$ cat config.mk
export PLATFORM = sky130hd
export DESIGN_NAME = keypad_matrix_emulator
export DESIGN_NICKNAME = d
export VERILOG_FILES = /design/src/rtl/keypad_matrix_emulator.sv
export SDC_FILE = /design/constraint.sdc
export NUM_CORES = 1
export LEC_CHECK = 0
export ABC_AREA = 1
export CORE_UTILIZATION = 40
export DETAILED_ROUTE_END_ITERATION = 12
export PLACE_DENSITY = 0.64
export SETUP_SLACK_MARGIN = 0.5
export SYNTH_ARGS = -nofsm -noshare
export SYNTH_HDL_FRONTEND = slang
export SYNTH_SLANG_ARGS = --single-unit
$ cat constraint.sdc
create_clock -name clk -period 2.1 [get_ports clk]
set_input_delay 0.21 -clock clk [delete_from_list [all_inputs] [get_ports clk]]
set_output_delay 0.21 -clock clk [all_outputs]
set_load 0.03 [all_outputs]
$ cat src/rtl/keypad_matrix_emulator.sv
// 4x4 keypad emulator: plays commanded key presses with contact bounce
// back onto the column lines of a row-scanned matrix.
module keypad_matrix_emulator #(
   parameter int unsigned MS_CYC       = 50000,
   parameter int unsigned BOUNCE_CYC   = 25000,
   parameter int unsigned BOUNCE_EDGES = 4,
   parameter int unsigned GAP_CYC      = 500000
) (
   input  logic       clk,
   input  logic       RST,
   input  logic [3:0] row,
   output logic [3:0] col,
   input  logic       cmd_valid,
   output logic       cmd_ready,
   input  logic [3:0] cmd_key,
   input  logic [7:0] cmd_hold_ms,
   output logic       busy,
   output logic       done
);

   localparam int EW = (BOUNCE_EDGES > 1) ? $clog2(BOUNCE_EDGES) : 1;
   localparam logic [31:0]   BNC_END  = 32'(BOUNCE_CYC - 1);
   localparam logic [31:0]   GAP_END  = 32'(GAP_CYC - 1);
   localparam logic [EW-1:0] EDGE_END = EW'(BOUNCE_EDGES - 1);

   typedef enum logic [2:0] {
      IDLE,
      BNC_P,
      HOLD,
      BNC_R,
      GAP
   } state_t;

   state_t        state, state_d;
   logic [31:0]   cnt, cnt_d;
   logic [31:0]   hold_len, hold_d;
   logic [EW-1:0] edge_cnt, edge_d;
   logic [3:0]    key, key_d;
   logic          contact, contact_d;
   logic          done_d;

   always_ff @(posedge clk or posedge RST) begin
      if (RST) begin
         state    <= IDLE;
         cnt      <= '0;
         hold_len <= '0;
         edge_cnt <= '0;
         key      <= '0;
         contact  <= 1'b0;
         done     <= 1'b0;
      end else begin
         state    <= state_d;
         cnt      <= cnt_d;
         hold_len <= hold_d;
         edge_cnt <= edge_d;
         key      <= key_d;
         contact  <= contact_d;
         done     <= done_d;
      end
   end

   always_comb begin
      state_d   = state;
      cnt_d     = cnt;
      hold_d    = hold_len;
      edge_d    = edge_cnt;
      key_d     = key;
      contact_d = contact;
      done_d    = 1'b0;
      unique case (state)
         IDLE: begin
            if (cmd_valid) begin
               state_d   = BNC_P;
               cnt_d     = '0;
               edge_d    = '0;
               contact_d = 1'b1;
               key_d     = cmd_key;
               hold_d    = 32'(cmd_hold_ms) * 32'(MS_CYC);
            end
         end
         BNC_P, BNC_R: begin
            if (cnt == BNC_END) begin
               cnt_d = '0;
               if (edge_cnt == EDGE_END) begin
                  edge_d = '0;
                  // zero hold skips straight from press to release bounce
                  if (state == BNC_R) begin
                     state_d   = GAP;
                     contact_d = 1'b0;
                  end else if (hold_len == 32'd0) begin
                     state_d   = BNC_R;
                     contact_d = 1'b0;
                  end else begin
                     state_d   = HOLD;
                     contact_d = 1'b1;
                  end
               end else begin
                  edge_d    = edge_cnt + 1'b1;
                  contact_d = ~contact;
               end
            end else begin
               cnt_d = cnt + 32'd1;
            end
         end
         HOLD: begin
            if (cnt == hold_len - 32'd1) begin
               cnt_d     = '0;
               state_d   = BNC_R;
               contact_d = 1'b0;
            end else begin
               cnt_d = cnt + 32'd1;
            end
         end
         GAP: begin
            if (cnt == GAP_END) begin
               cnt_d   = '0;
               state_d = IDLE;
               done_d  = 1'b1;
            end else begin
               cnt_d = cnt + 32'd1;
            end
         end
         default: state_d = IDLE;
      endcase
   end

   assign cmd_ready = (state == IDLE);
   assign busy      = (state != IDLE);

   // combinational so the scanner sees the column in the same scan step
   always_comb begin
      col = 4'hF;
      if (contact && !row[key[3:2]])
         col[key[1:0]] = 1'b0;
   end

endmodule
* Yosys cells after proc, flatten, opt, wreduce, memory -nomap -nowiden
Cells that the tools add are included.
** Storage, ports and cells
- Register bits after elaboration :: 63
- Logic and storage cells :: 75
- Input bits :: 19
** Operators by class
- Reductions and logical operators :: 15
- Multipliers :: 1
- Equality and inequality tests :: 13
- $add $sub $neg :: 3
- Mux-type cells :: 31
- $lt $le $gt $ge :: 3
- Bitwise logic cells :: 2
** Operators by type and width (count)
- $mux W32 :: 4
- $pmux W32 S4 :: 1
- $add A32 B1 Y32 const B :: 1
- $eq A32 B15 Y1 const B :: 1
- $eq A32 B19 Y1 const B :: 1
- $eq A32 B32 Y1 :: 1
- $logic_not A32 Y1 :: 1
- $sub A24 B1 Y25 const B :: 1
- $mul A8 B12 Y20 const B :: 1
- $mux W3 :: 6
- $pmux W3 S4 :: 1
- $mux W1 :: 11
- $ne A2 B2 Y1 const B :: 5
- $eq A3 B2 Y1 const B :: 2
- $lt A2 B3 Y1 const B :: 2
- $mux W2 :: 3
- $reduce_bool A3 Y1 :: 2
- $reduce_and A5 Y1 :: 1
- $mux W4 :: 1
- $not A4 Y4 :: 1
- $pmux W2 S2 :: 1
- $reduce_and A2 Y1 :: 2
- $reduce_and A4 Y1 :: 1
- $reduce_bool A4 Y1 :: 1
- 15 further kinds :: 16

* Logic depth before layout (Yosys ltp)
- Word-level depth :: 6
- Gate-level depth with buffers :: 20
- Depth with buffers taken out :: 20

* Worst setup path after synthesis
Ideal clock, no wire load.
- Path type :: input-to-reg
- Start point :: in cmd_hold_ms[2]
- End point :: reg hold_len[21]
- Stages :: 18
- Arrival time :: 3447 ps
- Data required time :: 1982 ps
- Slack :: -1465 ps
- Path through :: ha_1 -> ha_1 -> inv_1 -> fa_1 -> fa_1 -> inv_1 -> ha_1 -> nand3_1 -> nand2_1 -> a21oi_1 -> o21ai_0 -> a21boi_0 -> o21ai_0 -> nand3_1 -> nand2_1 -> nand2_1 -> nand3_1 -> nand2_1
** On the way
- Cells in the longest elaborated chain, start to end :: 1
** RTL lines
- from (decl) :: RTL line 16 : input logic [7:0] cmd_hold_ms,
- $mul A8 B12 Y20 :: RTL line 78 : hold_d = 32'(cmd_hold_ms) * 32'(MS_CYC);
- to (signal assigned) :: RTL line 54 : hold_len <= hold_d;
- to (decl) :: RTL line 36 : logic [31:0] hold_len, hold_d;
Every way passes these cells.
A chain may end at the register's enable or synchronous reset.

* Final worst setup path
- Start point :: in cmd_hold_ms[4]
- End point :: reg hold_len[21]
Same word-level chain as after synthesis.

==> summary.md <==
| Metric | Value |
|---|---|
| Sequential share of the synthesized area | 0.2703 |
| Placed Instance Area | roughly 7500 sq um |
| Syn_nets | ~900 |
| Slowest cell on the critical path | fa_1 |
| CP cell instances | buf_8 > ha_4 > ha_4 > inv_2 > fa_1 > fa_1 > inv_2 > ha_4 > a21oi_2 > nand2_2 > a21oi_4 > o21ai_4 > a21boi_2 > o21ai_2 > nand3_1 > nand3_1 > nand3_1 > nand2_1 |
| Slowest Stage Delay on Critical Path | approximately 0.5 ns |
| Post-synth top flop | dfrtp_1 |
| I/O Buffers | 25 |
| Layout cell share with drive strength beyond 1 | 0.3604 |
| Finish-stage setup viols | 48 |
| Hold buffer count at CTS | 0 |
| CTS Buf Count | 9 |
| Commonest non-fill, non-tap cell in the layout | nand2_1 |
| Xor/xnor share of the synthesized area | 0.08044 |
| Clock input transition at the sequential cells of the worst setup and hold paths | approximately 0.050 ns |
| Initial antenna violation count | 0 |
| Yosys cell types | 41 |
| Slew HR | 0.5158 |
| Peak supply drop | just under 0.5 mV |
| Max-Cap Viols | 0 |
| CTS max path bufs | 2 |
| Core ar. | 14,040 sq um |
| Critical path capture point type | flip-flop |
| DP HPWL | ~12 mm |
| Yosys warnings | 0 |
| Critical path arrival | 3.16 ns |
| Drt wl/cell | about 14 um |
| Die Area | 15,070 sq um |
| Die Y-Extent | between 100 and 150 um |
| Required @ worst endpoint | 2.33 ns |
| Leakage power | around 4.1 nW |
| Fin. Hold Viols | 0 |
| DR vias | roughly 5,900 |
| Post-DR vias/cell | 4.972 |
| Crit-path max FO | 4 |
| Drt total wl | 16.33 mm |
| Area leader, netlist | dfrtp_1 |
| Largest family of logic cells by synthesized area | simple AND/OR/NAND/NOR gates |
| Cell area after layout | ~8600 sq um |
| Failing checks | negative setup slack |
| Routability Congestion | a little under 0.9 |
| Worst Setup Slack, final | -0.8289 ns |
| Remaining DRCs | 0 |
| CTS tree | built |
| Area grow syn2layout | 47.38% |
| Final period util | 1.395 |
| Clk sinks | 63 |
| Filler instances | 1,205 |
| Site row count | 43 |
| Starting Density | 0.4154 |
| Number of flops mapped to enable cells by yosys | 0 |
| Post-layout nets | about 1,100 |
| Simple-Gate Fraction of Synth Area | 0.3018 |
| Post-synthesis adder-cell area fraction | 0.1592 |
| Multi-input combinational cell area | between 4000 and 5000 sq um |
| Main area contributors after synthesis | dfrtp_1, nand2_1, ha_1 |
| Synthesized flop and latch total | 63 |
| RSZ-0062 raised after global routing | yes |
| Final setup skew | 0.009371 ns |
| Reg area | roughly 1600 sq um |
| Root buffer cell | clkbuf_16 |
| Fmax | between 300 and 400 MHz |
| Startpoint Class | input port |
| Total Neg Setup Slack | -15.52 ns |
| Synth Cell Area | ~6000 sq um |
| Async set or reset register ratio after synthesis | 1.000 |
| Worst-Margin Slew | 0.7208 ns |
| Layout Utilization | 0.6122 |
| Worst hold path class | in2reg |
| Detailed Routing Iterations Pass 1 | 5 |
| Largest net degree at the start of global routing | 64 |
| First-pass GRT wire length | 26.95 mm |
| Routed Antenna Nets | 0 |
| Die W | ~120 um |
| GRT Overall Usage | 0.2300 |
| Compound-Gate Fraction of Synth Area | 0.08258 |
| Crit path time final | between 2 and 3 ns |
| Dpl cells | around 1,100 |
| Diode count | 0 |
| Non-filler instance count after layout | 1,190 |
| PwrDens | between 800 and 900 nW/um^2 |
| Post-synthesis mux area share | 0 |
| Yosys top cell area share | 0.2703 |
| I/O pin count | 26 |
| Initial DRC count | between 300 and 400 |
| Congestion Overflow GR | 0 |
| Pins Over Slew Limit | 0 |
| Status | finished with violations |
| Skew-Pair Late Insertion Delay | 0.34 ns |
| Vias in the first global route | 5,793 |
| Commonest non-fill, non-tap cells in the layout | nand2_1, buf_4, inv_1 |
| Avg Cell Area, Syn | around 7.1 sq um |
| Synth Instances | approximately 820 |
| CTS H-Tree Depth | 3 |
| CP Class | in2reg |
[Yosys cell counts (2+ instances only)]
master    number
a21oi_1       18
a31oi_1        2
buf_6          3
clkbuf_1       9
dfrtp_1       63
fa_1          12
ha_1          55
inv_1        144
nand2_1      192
nand2_2        4
nand2_4        2
nand3_1       44
nand3_2        4
nand4_1       24
nor2_1        67
nor2_2         6
nor2_4         2
nor3_1        26
nor3b_1        2
nor4_1         7
o21a_1         3
o21ai_0       30
o21ai_1       28
o22ai_1        2
o31ai_1        2
or2_2          6
xnor2_1       12
xor2_1        39
[metrics by stage]
stage	setup WS [ns]	total power [mW]	hold slack [ns]
global route	-1.026	7.998	0.2764
detailed placement	-1.716	5.403	0.4915
finish	-0.8289	7.439	0.2608
CTS	-0.8281	7.160	0.2586
floorplan	-1.016	4.050	0.3310
global placement	-1.679	5.352	0.4886
[final cells by class]
class                           instances  share of cell area
Clock buffer                           15             0.03231
Multi-Input combinational cell        603              0.5135
Tap cell                              180             0.02620
Sequential cell                        63              0.1843
Timing Repair Buffer                  184              0.1789
Inverter                              145             0.06491
[critical path, delay by kind of cell]
family,cells,cell delay (ns)
buf+inv,3,0.19
simple gates,5,0.38
compound gates,5,0.64
fa+ha+maj,5,1.73
[worst paths after layout]
| kind | startpoint | end | slack [ns] | depth (start not counted) |
|---|---|---|---|---|
| min in group asynchronous | RST | hold_len[4]$_DFFE_PP0P_ | 0.32 | 3 |
| max | cmd_hold_ms[4] | hold_len[21]$_DFFE_PP0P_ | -0.83 | 18 |
| max in group asynchronous | RST | state[0]$_DFFE_PP0P_ | 1.48 | 3 |
| min | cmd_hold_ms[1] | hold_len[5]$_DFFE_PP0P_ | 0.26 | 4 |
| max reg2reg | hold_len[7]$_DFFE_PP0P_ | cnt[18]$_DFFE_PP0P_ | -0.21 | 15 |
| min reg2reg | edge_cnt[0]$_DFFE_PP0P_ | edge_cnt[0]$_DFFE_PP0P_ | 0.53 | 1 |
[logic make-up (layout without fill, tap and decap cells)]
logic type,Yosys count,after routing
adders and majority gates,67,67
and+or+nand+nor,391,394
DFF,63,63
AOI/OAI and AO/OA,90,90
xor gates and xnor gates,52,52
buffers and inverters,158,344
[timing repair]
item	4_1_cts	5_1_grt
cloned	3	0
pin swaps	66	44
endpoints found under the setup margin	60	69
endpoints found under the hold margin	0	0
gates resized for setup	160	65
buffers inserted	14	14
[layer usage]
layer / GRT usage / routed length [um]
met3: 0.03067 / 509
met5: 0 / 0
met1: 0.2720 / 7103
met4: 0.1029 / 425
met2: 0.4115 / 8292
[flip-flops by register name, indices dropped and copies added, names as in the netlist]
| register | flops |
|---|---|
| cnt | 32 |
| hold_len | 20 |
| key | 4 |
| state | 3 |
| edge_cnt | 2 |
| contact | 1 |
| done | 1 |
[power by group]
part           total, mW  switching (mW)  internal [mW]
registers           1.84           0.327           1.52
logic               4.17            2.07           2.10
clock network       1.43           0.540          0.890
No activity file was read; power rests on OpenSTA's default activity.
